## config.mk

```make
export PLATFORM = sky130hd
export DESIGN_NAME = line_sample_reader
export DESIGN_NICKNAME = d
export VERILOG_FILES = /design/src/rtl/line_sample_reader_pkg.sv /design/src/rtl/line_shift_reg.sv /design/src/rtl/line_sample_reader.sv
export SDC_FILE = /design/constraint.sdc
export NUM_CORES = 1
export LEC_CHECK = 0
export CAP_MARGIN = 20
export CORE_UTILIZATION = 50
export DETAILED_ROUTE_END_ITERATION = 10
export HOLD_SLACK_MARGIN = 0.03
export PLACE_DENSITY_LB_ADDON = 0.08
export SLEW_MARGIN = 5
export SYNTH_ARGS = -nofsm -noshare
export SYNTH_HDL_FRONTEND = slang
export SYNTH_SLANG_ARGS = --single-unit
```

## constraint.sdc

```tcl
create_clock -name CLK -period 2.7 [get_ports CLK]
set_input_delay 0.54 -clock CLK [delete_from_list [all_inputs] [get_ports CLK]]
set_output_delay 0.54 -clock CLK [all_outputs]
set_load 0.005 [all_outputs]
```

## src/rtl/line_sample_reader_pkg.sv

```systemverilog
// Shared constants and FSM encoding for the interpolation input-line reader.
package line_sample_reader_pkg;

  localparam int unsigned SAMPLE_W        = 8;
  localparam int unsigned NUM_SAMPLES     = 9;
  localparam int unsigned LINE_W          = SAMPLE_W * NUM_SAMPLES;
  localparam int unsigned LINES_PER_BLOCK = 8;

  localparam int unsigned SAMPLE_IDX_W = $clog2(NUM_SAMPLES);
  localparam int unsigned LINE_IDX_W   = $clog2(LINES_PER_BLOCK);

  localparam logic [SAMPLE_IDX_W-1:0] LAST_SAMPLE_IDX = SAMPLE_IDX_W'(NUM_SAMPLES - 1);
  localparam logic [LINE_IDX_W-1:0]   LAST_LINE_IDX   = LINE_IDX_W'(LINES_PER_BLOCK - 1);

  typedef logic [LINE_W-1:0]   line_t;
  typedef logic [SAMPLE_W-1:0] sample_t;

  typedef enum logic [1:0] {
    IDLE      = 2'd0,
    WAIT_LINE = 2'd1,
    STREAM    = 2'd2,
    DONE      = 2'd3
  } state_e;

endpackage

```

## src/rtl/line_shift_reg.sv

```systemverilog
// Line holding register: parallel load of a full line, then shifts one
// sample towards the head per advance; the head is the current sample.
module line_shift_reg
  import line_sample_reader_pkg::*;
(
  input  logic    CLK,
  input  logic    RST_ASYNC_N,
  input  logic    load,
  input  logic    shift,
  input  line_t   line_in,
  output sample_t head
);

  line_t shreg;

  // Load has priority: a back-to-back line replaces the exhausted one.
  always_ff @(posedge CLK or negedge RST_ASYNC_N) begin
    if (!RST_ASYNC_N) begin
      shreg <= '0;
    end else if (load) begin
      shreg <= line_in;
    end else if (shift) begin
      shreg <= {shreg[LINE_W-SAMPLE_W-1:0], {SAMPLE_W{1'b0}}};
    end
  end

  assign head = shreg[LINE_W-1 -: SAMPLE_W];

endmodule

```

## src/rtl/line_sample_reader.sv

```systemverilog
// Consumes lines from the input-line register and streams their samples,
// sample 0 first, for a fixed number of lines per START.
module line_sample_reader
  import line_sample_reader_pkg::*;
(
  input  logic                    CLK,
  input  logic                    RST_ASYNC_N,
  input  logic                    START,
  input  logic                    LINE_VALID,
  input  logic [LINE_W-1:0]       LINE_IN,
  output logic                    LINE_READ,
  output logic [SAMPLE_W-1:0]     SAMPLE_OUT,
  output logic                    SAMPLE_VALID,
  input  logic                    SAMPLE_READY,
  output logic [SAMPLE_IDX_W-1:0] SAMPLE_IDX,
  output logic [LINE_IDX_W-1:0]   LINE_IDX,
  output logic                    LAST_SAMPLE,
  output logic                    BUSY,
  output logic                    BLOCK_DONE
);

  state_e                  state_q, state_d;
  logic [SAMPLE_IDX_W-1:0] sample_cnt_q, sample_cnt_d;
  logic [LINE_IDX_W-1:0]   line_cnt_q, line_cnt_d;
  logic                    block_done_q, block_done_d;
  logic                    load, shift, xfer;
  logic                    line_last_sample, block_last_line;

  line_shift_reg u_line_shift_reg (
    .CLK         (CLK),
    .RST_ASYNC_N (RST_ASYNC_N),
    .load        (load),
    .shift       (shift),
    .line_in     (LINE_IN),
    .head        (SAMPLE_OUT)
  );

  assign SAMPLE_VALID     = (state_q == STREAM);
  assign xfer             = SAMPLE_VALID && SAMPLE_READY;
  assign line_last_sample = (sample_cnt_q == LAST_SAMPLE_IDX);
  assign block_last_line  = (line_cnt_q == LAST_LINE_IDX);

  // State and counter registers.
  always_ff @(posedge CLK or negedge RST_ASYNC_N) begin
    if (!RST_ASYNC_N) begin
      state_q      <= IDLE;
      sample_cnt_q <= '0;
      line_cnt_q   <= '0;
      block_done_q <= 1'b0;
    end else begin
      state_q      <= state_d;
      sample_cnt_q <= sample_cnt_d;
      line_cnt_q   <= line_cnt_d;
      block_done_q <= block_done_d;
    end
  end

  // Next state, counter updates and line-register handshake.
  always_comb begin
    state_d      = state_q;
    sample_cnt_d = sample_cnt_q;
    line_cnt_d   = line_cnt_q;
    block_done_d = 1'b0;
    load         = 1'b0;
    shift        = 1'b0;
    LINE_READ    = 1'b0;
    case (state_q)
      IDLE: begin
        if (START) begin
          state_d      = WAIT_LINE;
          line_cnt_d   = '0;
          sample_cnt_d = '0;
        end
      end
      WAIT_LINE: begin
        if (LINE_VALID) begin
          load         = 1'b1;
          LINE_READ    = 1'b1;
          sample_cnt_d = '0;
          state_d      = STREAM;
        end
      end
      STREAM: begin
        if (xfer) begin
          if (!line_last_sample) begin
            shift        = 1'b1;
            sample_cnt_d = sample_cnt_q + SAMPLE_IDX_W'(1);
          end else if (block_last_line) begin
            state_d      = DONE;
            block_done_d = 1'b1;
          end else begin
            line_cnt_d = line_cnt_q + LINE_IDX_W'(1);
            // Take the next line in the same cycle to avoid a bubble.
            if (LINE_VALID) begin
              load         = 1'b1;
              LINE_READ    = 1'b1;
              sample_cnt_d = '0;
            end else begin
              state_d = WAIT_LINE;
            end
          end
        end
      end
      DONE: begin
        state_d = IDLE;
      end
      default: begin
        state_d = IDLE;
      end
    endcase
  end

  assign SAMPLE_IDX  = sample_cnt_q;
  assign LINE_IDX    = line_cnt_q;
  assign LAST_SAMPLE = SAMPLE_VALID && line_last_sample && block_last_line;
  assign BUSY        = (state_q != IDLE);
  assign BLOCK_DONE  = block_done_q;

endmodule

```

==> results_dict.tcl, run 1 <==
set metrics [dict create \
    outcome "finished, final reports clean" \
    port_buffers 96 \
    routed-via-count 3062 \
    netlist_top_cells_count "sky130_fd_sc_hd__nand2_1, sky130_fd_sc_hd__dfrtp_1, sky130_fd_sc_hd__mux2i_1" \
    regToRegSetupSlack_ns 0.44 \
    initial_core_utilization_pct 51.2 \
    synth.area.top_cells "sky130_fd_sc_hd__dfrtp_1, sky130_fd_sc_hd__mux2i_1, sky130_fd_sc_hd__nand2_1" \
    grt_first_pass_wirelength_um 13500 \
    numCtsBuffers 9 \
    cts_buffer_depth 2 \
    die_h_um 93.5 \
    timing.critical_path.to_type "output port" \
    post_syn_instances 404 \
    regArea_mm2 0.00205 \
    timing.final.crit_period_ns 2.58 \
    yosys.cell_count.top_type "sky130_fd_sc_hd__nand2_1" \
    routed_wire_length_per_instance_um 14.1 \
    first_global_vias 2878 \
    multi_input_comb_area_mm2 0.00183 \
    fillerInstances 666 \
    yosysTopAreaCellShare_pct 49.0 \
    cts-htree-levels 3 \
    drv_slew 0 \
    start_kind "flop" \
    timing.clock.skew_ns 0.0109 \
    dpl_worst_slack_ns 0.172 \
    slew_headroom_pct 44.2 \
    synth_async_sr_flop_share_pct 100 \
    antenna_violating_nets_post_route 0 \
    ant_diodes 0 \
    cts-hold-fix-buffers 0 \
    ys_warn_count 0 \
    fin_hold_ws_ns 0.289 \
    setup-violations-final 0 \
    power.density_mw_per_mm2 900 \
    viasPerCell 5.13 \
    globalRoute.totalOverflow 0 \
    max-cap-violations 0 \
    die_width_um 93.5 \
    syn-mean-instance-area_um2 10.4 \
    fin_nets 573 \
    dieArea_mm2 0.00875 \
    synth-seq-cells 82 \
    timing.final.ws_setup_ns 0.123 \
    synthesis.area_mm2 0.00419 \
    grt_setup_unrepaired "false" \
    post_cts_buffers 0 \
    gp_routability_congestion 0.835 \
    detailedPlacementHpwl_um 5690 \
    timing.setup.tns_ns 0 \
    min-delay-path-class "primary input to async pin" \
    io_pins 97 \
    max-vdd-ir-drop_v 0.000805 \
    cts_tree "done" \
    number_of_enable_type_register_cells_in_the_synthesized_netlist 0 \
    clockRootBuffer "sky130_fd_sc_hd__clkbuf_8" \
    post_route_cells_drive_above_1_share_pct 6.10 \
    drt_iter0_drc 97 \
    finalHoldViolCount 0 \
    dominantRegCellSynth "sky130_fd_sc_hd__dfrtp_1" \
    crit_path_max_fanout 6 \
    criticalPathCategory "flop to output port" \
    rows 33 \
    wirelength_um 8410 \
    drc_errors 0 \
    clock_latency_ns 0.34 \
    ys_seq_area_share_pct 49.0 \
    layout_worst_path_cycle_share_pct 95.4 \
    grt_antenna_before_repair 0 \
    cts.sink_count 82 \
    design.core.area_mm2 0.00818 \
    cp_data_arrival_time_ns 2.04 \
    syn_to_final_growth_pct 27.7 \
    tightestPinTransition_ns 0.837 \
    crit_required_ns 2.16 \
    synthDominantAreaCellType "sky130_fd_sc_hd__dfrtp_1" \
    globalRouteTotalUtil_pct 19.9 \
    drt-pass1-iter-count 4 \
    maxClockFrequency_mhz 388 \
    grt_start_max_net_pins 145 \
    mappedNetlistNets 490 \
    synth_cell_types 43 \
    power_leakage_nw 2.32 \
    clock_transition_at_the_registers_of_the_reported_paths_ns 0.08 \
]
## cells by family (layout without fill, tap and decap cells)
| family | after synthesis | in the layout | share of synthesized area [%] |
|---|---|---|---|
| and+or+nand+nor | 111 | 111 | 12.2 |
| AOI/OAI and AO/OA | 93 | 93 | 12.4 |
| DFF | 82 | 82 | 49.0 |
| muxes | 65 | 65 | 15.5 |
| buffers and inverters | 43 | 131 | 7.98 |
| adders and majority gates | 9 | 9 | 2.69 |
| xor gates and xnor gates | 1 | 1 | 0.209 |
## sequential cells by signal (all words and copies together) (netlist names)
register                flops
LINE_IDX                    3
SAMPLE_IDX                  4
BLOCK_DONE                  1
state_q                     2
u_line_shift_reg.shreg     72
## layout make-up
type                    count  share of cell area (%)
flip-flops and latches     82                    38.4
multi-input cells         279                    34.2
repair buffers            105                    20.2
clock buffers              12                    2.71
well taps                 105                    2.46
clock inverters             4                    1.40
inverters                  10                   0.702
## worst max-delay path: stages (launching register included)
cell	delay, ns
sky130_fd_sc_hd__dfrtp_1	0.43
sky130_fd_sc_hd__ha_1	0.22
sky130_fd_sc_hd__ha_1	0.26
sky130_fd_sc_hd__nand4b_1	0.26
sky130_fd_sc_hd__o21ai_4	0.26
sky130_fd_sc_hd__dlygate4sd2_1	0.28
## path summary, 6_finish.rpt
check	startpoint	endpoint	cells after the start
min	RST_ASYNC_N	u_line_shift_reg.shreg[65]	1
min in group CLK	u_line_shift_reg.shreg[3]	u_line_shift_reg.shreg[3]	2
max reg2reg	LINE_IDX[0]	u_line_shift_reg.shreg[6]	6
max in group asynchronous	RST_ASYNC_N	u_line_shift_reg.shreg[45]	2
max	LINE_IDX[0]	LINE_READ	5
min reg2reg	u_line_shift_reg.shreg[3]	u_line_shift_reg.shreg[3]	2
## stage by stage
stage	instance area, um2	power (mW)	cells	utilization (%)
CTS	5330	4.84	597	65.2
floorplan	4190	3.38	404	-
finish	5350	4.81	597	65.4
global route	5350	5.17	597	65.4
detailed placement	5110	3.86	581	62.5
global placement	5110	3.77	581	62.5
## routing by layer
metal / share of wire, % / global-route usage, % / up-vias / wire length, um
li1: - / - / 1548 / -
met1: 49 / 29.1 / 1437 / 4160
met2: 45 / 29.7 / 71 / 3800
met3: 4.6 / 3.58 / 6 / 383
met4: 0.77 / 6.92 / 0 / 65
met5: 0 / 0 / - / 0
## repair_timing
action                                 4_1_cts  5_1_grt
endpoints found under the hold margin        0        0
gates resized for setup                      1        3
pin swaps                                    1        0
setup endpoints to repair                    1        1
## cells in the final DEF (no fill, tap or decap), types with 4 or more instances in the layout
master / netlist / layout
sky130_fd_sc_hd__buf_4: 8 / 5
sky130_fd_sc_hd__o21ai_0: 27 / 27
sky130_fd_sc_hd__o21ai_1: 47 / 47
sky130_fd_sc_hd__clkbuf_8: 0 / 10
sky130_fd_sc_hd__buf_12: 3 / 4
sky130_fd_sc_hd__ha_1: 9 / 8
sky130_fd_sc_hd__clkdlybuf4s50_1: 0 / 94
sky130_fd_sc_hd__inv_1: 10 / 10
sky130_fd_sc_hd__mux2i_1: 65 / 65
sky130_fd_sc_hd__dfrtp_1: 82 / 82
sky130_fd_sc_hd__nand2_1: 84 / 84
sky130_fd_sc_hd__nor2_1: 4 / 4
sky130_fd_sc_hd__a21oi_1: 4 / 4
## power breakdown
part / switching (mW) / leakage, nW / internal (mW) / total, mW
clock: 0.427 / 0.103 / 0.547 / 0.974
combinational: 0.906 / 1.16 / 0.896 / 1.80
sequential: 0.298 / 1.05 / 1.74 / 2.04
Power figures use the tool's default switching activity.
==> run 2: changes to the inputs <==
--- a/config.mk
+++ b/config.mk
@@ -14,3 +14,4 @@
 export SYNTH_ARGS = -nofsm -noshare
 export SYNTH_HDL_FRONTEND = slang
 export SYNTH_SLANG_ARGS = --single-unit
+export TNS_END_PERCENT = 10
==> results of run 2 <==
No change in the layout: final DEF, timing and power equal those of run 1.
==> run 3: changes to the inputs <==
--- a/config.mk
+++ b/config.mk
@@ -5,8 +5,8 @@
 export SDC_FILE = /design/constraint.sdc
 export NUM_CORES = 1
 export LEC_CHECK = 0
-export CAP_MARGIN = 20
-export CORE_UTILIZATION = 50
+export ABC_AREA = 1
+export CORE_UTILIZATION = 52
 export DETAILED_ROUTE_END_ITERATION = 10
 export HOLD_SLACK_MARGIN = 0.03
 export PLACE_DENSITY_LB_ADDON = 0.08
==> results_dict.tcl, run 3 <==
set metrics [dict create \
    outcome "finished, final reports clean" \
    synthDominantAreaCellType "sky130_fd_sc_hd__dfrtp_1" \
    drv_slew 0 \
    syn_to_final_growth_pct 25.6 \
    criticalPathCategory "flop to output port" \
    maxClockFrequency_mhz 392 \
    cts_tree "done" \
    cts_buffer_depth 2 \
    ys_warn_count 0 \
    clockRootBuffer "sky130_fd_sc_hd__clkbuf_8" \
    io_pins 97 \
    synth-seq-cells 82 \
    worst-r2r-cell-count 11 \
    mappedNetlistNets 722 \
    syn-mean-instance-area_um2 7.26 \
    dieArea_mm2 0.00926 \
    timing.critical_path.to "LAST_SAMPLE" \
    tightestPinTransition_ns 0.713 \
    power_frac_clock_pct 19.6 \
    synthesis.area_mm2 0.00462 \
    port_buffers 96 \
    cpMaxStageDelayCell "sky130_fd_sc_hd__clkdlybuf4s50_1" \
    wirelength_um 10400 \
    rr_startpoint "LINE_IDX[0]" \
    grt_first_pass_wirelength_um 17100 \
    grt_start_max_net_pins 126 \
    post-place-cells 800 \
    numCtsBuffers 9 \
    drt_iter0_drc 271 \
    timing.critical_path.to_type "output port" \
    antenna_violating_nets_post_route 0 \
    r2r_end "u_line_shift_reg.shreg[17]" \
    cts.sink_count 82 \
    cp_data_arrival_time_ns 2.01 \
    clock_transition_at_the_registers_of_the_reported_paths_ns 0.08 \
    timing.setup.tns_ns 0 \
    fin_nets 791 \
    regToRegSetupSlack_ns 0.55 \
    critical_path.cell_chain "inv_2 > ha_1 > buf_4 > nand2_1 > inv_1 > nand2_1 > inv_1 > clkdlybuf4s50_1" \
    timing.clock.skew_ns 0.00956 \
    rows 34 \
    synth_cell_types 18 \
    synth_async_sr_flop_share_pct 100 \
    grt_antenna_before_repair 0 \
    detailedPlacementHpwl_um 6670 \
    post_syn_instances 636 \
    critical-path-max-stage-delay_ns 0.48 \
    power.internal_mw 3.24 \
    cts-hold-fix-buffers 0 \
    gp_routability_congestion 0.814 \
    slew_headroom_pct 52.5 \
    finalHoldViolCount 0 \
    largest_register_ff_count 72 \
    comb_power_share_pct 43.0 \
    synth.area.top_cells "sky130_fd_sc_hd__dfrtp_1, sky130_fd_sc_hd__nand3_1, sky130_fd_sc_hd__nand2_1" \
    power_switching_share_pct 39.5 \
    regMostFlops "u_line_shift_reg.shreg" \
    net-switching-power_mw 2.12 \
    yosysTopAreaCellShare_pct 44.4 \
    clock_latency_ns 0.34 \
    design.core.area_mm2 0.00868 \
    cp-startpoint "state_q[0]" \
    post_route_cells_drive_above_1_share_pct 4.94 \
    max-vdd-ir-drop_v 0.000616 \
    globalRouteTotalUtil_pct 23.6 \
    layout_worst_path_cycle_share_pct 94.5 \
    crit_path_max_fanout 11 \
    max-cap-violations 0 \
    number_of_enable_type_register_cells_in_the_synthesized_netlist 0 \
    power_leakage_nw 2.88 \
    drc_errors 0 \
    power.sequential.fraction_pct 37.5 \
    initial_core_utilization_pct 53.2 \
    commonest_cells_after_routing_fill_and_taps_aside "sky130_fd_sc_hd__nand3_1, sky130_fd_sc_hd__nand2_1, sky130_fd_sc_hd__clkdlybuf4s50_1, sky130_fd_sc_hd__dfrtp_1, sky130_fd_sc_hd__inv_1" \
    power.density_mw_per_mm2 924 \
    setup-violations-final 0 \
    min-delay-path-class "primary input to async pin" \
    ys_seq_area_share_pct 44.4 \
    viasPerCell 5.16 \
    routed-via-count 4215 \
    globalRoute.totalOverflow 0 \
    cts-htree-levels 3 \
    die_h_um 96.2 \
    die_width_um 96.2 \
    fin_cells 817 \
    first_global_vias 3957 \
    start_kind "flop" \
    routed_wire_length_per_instance_um 12.7 \
    yosys.cell_count.top_type "sky130_fd_sc_hd__nand3_1" \
    layout_commonest_cell "sky130_fd_sc_hd__nand3_1" \
    dominantRegCellSynth "sky130_fd_sc_hd__dfrtp_1" \
    drt-pass1-iter-count 4 \
    grt_setup_unrepaired "false" \
    netlist_top_cells_count "sky130_fd_sc_hd__nand3_1, sky130_fd_sc_hd__nand2_1, sky130_fd_sc_hd__dfrtp_1" \
    crit_required_ns 2.16 \
    ant_diodes 0 \
    timing.final.crit_period_ns 2.55 \
]
run 3: cell types whose count changed in the layout (fill, tap and decap cells not counted), moves of 47 or more:
cell	previous run	this run
sky130_fd_sc_hd__nand3_1	3	189
sky130_fd_sc_hd__inv_1	10	80
sky130_fd_sc_hd__mux2i_1	65	0
sky130_fd_sc_hd__nor2_1	4	62
sky130_fd_sc_hd__nand2_1	84	136
sky130_fd_sc_hd__o21ai_1	47	0
run 3: worst min-delay path by stage:
| stage | from | end | slack, ns | cells past startpoint |
|---|---|---|---|---|
| after floorplan | RST_ASYNC_N | BLOCK_DONE | 0.24 | 0 |
| after global placement | u_line_shift_reg.shreg[6] | u_line_shift_reg.shreg[6] | 0.49 | 2 |
| after detailed placement | u_line_shift_reg.shreg[1] | u_line_shift_reg.shreg[1] | 0.49 | 2 |
| after CTS | RST_ASYNC_N | LINE_IDX[1] | 0.17 | 1 |
| after global routing | RST_ASYNC_N | u_line_shift_reg.shreg[1] | 0.19 | 1 |
| final | RST_ASYNC_N | LINE_IDX[1] | 0.15 | 1 |
run 3: kinds of logic after synthesis:
family          after synthesis  share of synthesized area (%)
buf+inv                     134                           13.1
xor+xnor                      2                          0.379
flops                        82                           44.4
simple gates                401                           38.7
fa+ha+maj                     9                           2.44
compound gates                8                          0.894
run 3: critical path: cells and delay by family, from the launching register on:
kind	cells	cell delay, ns
DFF	1	0.43
adders and majority gates	1	0.18
buffers and inverters	5	0.89
and+or+nand+nor	2	0.18
run 3: what timing repair did:
item,in CTS,in global routing
hold endpoints to repair,0,0
setup buffers,1,1
endpoints found under the setup margin,1,2
resized for setup,0,2
pin swaps,0,0
run 3: area by class of cell:
cell class / count / area (um2)
Inverter: 83 / 314
Tap cell: 108 / 135
Multi-Input combinational cell: 420 / 1970
Fill cell: 789 / 2880
Timing Repair Buffer: 109 / 1100
Sequential cell: 82 / 2050
Clock buffer: 10 / 128
Clock inverter: 5 / 104
run 3: per-layer routing:
| metal | global-route usage (%) | vias up | part of all wire (%) |
|---|---|---|---|
| met5 | 0 | - | 0 |
| met4 | 6.84 | 0 | 0.98 |
| met3 | 2.92 | 9 | 4.1 |
| met2 | 43.0 | 87 | 48 |
| met1 | 29.2 | 1975 | 47 |
| li1 | - | 2144 | - |
run 3: power groups by stage:
stage / sequential [mW] / combinational [mW] / clock (mW)
finish: 2.01 / 2.30 / 1.05
floorplan: 1.96 / 1.73 / 0
global placement: 2.01 / 2.24 / 0
global route: 2.07 / 2.63 / 1.12
detailed placement: 2.03 / 2.30 / 0
CTS: 2.01 / 2.33 / 1.06
run 3: metrics by stage:
step | util [%] | area [um2] | power, mW | setup WS [ns] | hold slack, ns
after CTS | 66.7 | 5790 | 5.40 | 0.0121 | 0.167
final | 66.8 | 5800 | 5.36 | 0.148 | 0.150
after global routing | 66.8 | 5800 | 5.82 | 0.00116 | 0.186
after floorplan | - | 4620 | 3.69 | 0.736 | 0.244
after detailed placement | 63.9 | 5550 | 4.33 | 0.163 | 0.486
after global placement | 63.9 | 5550 | 4.26 | 0.157 | 0.486
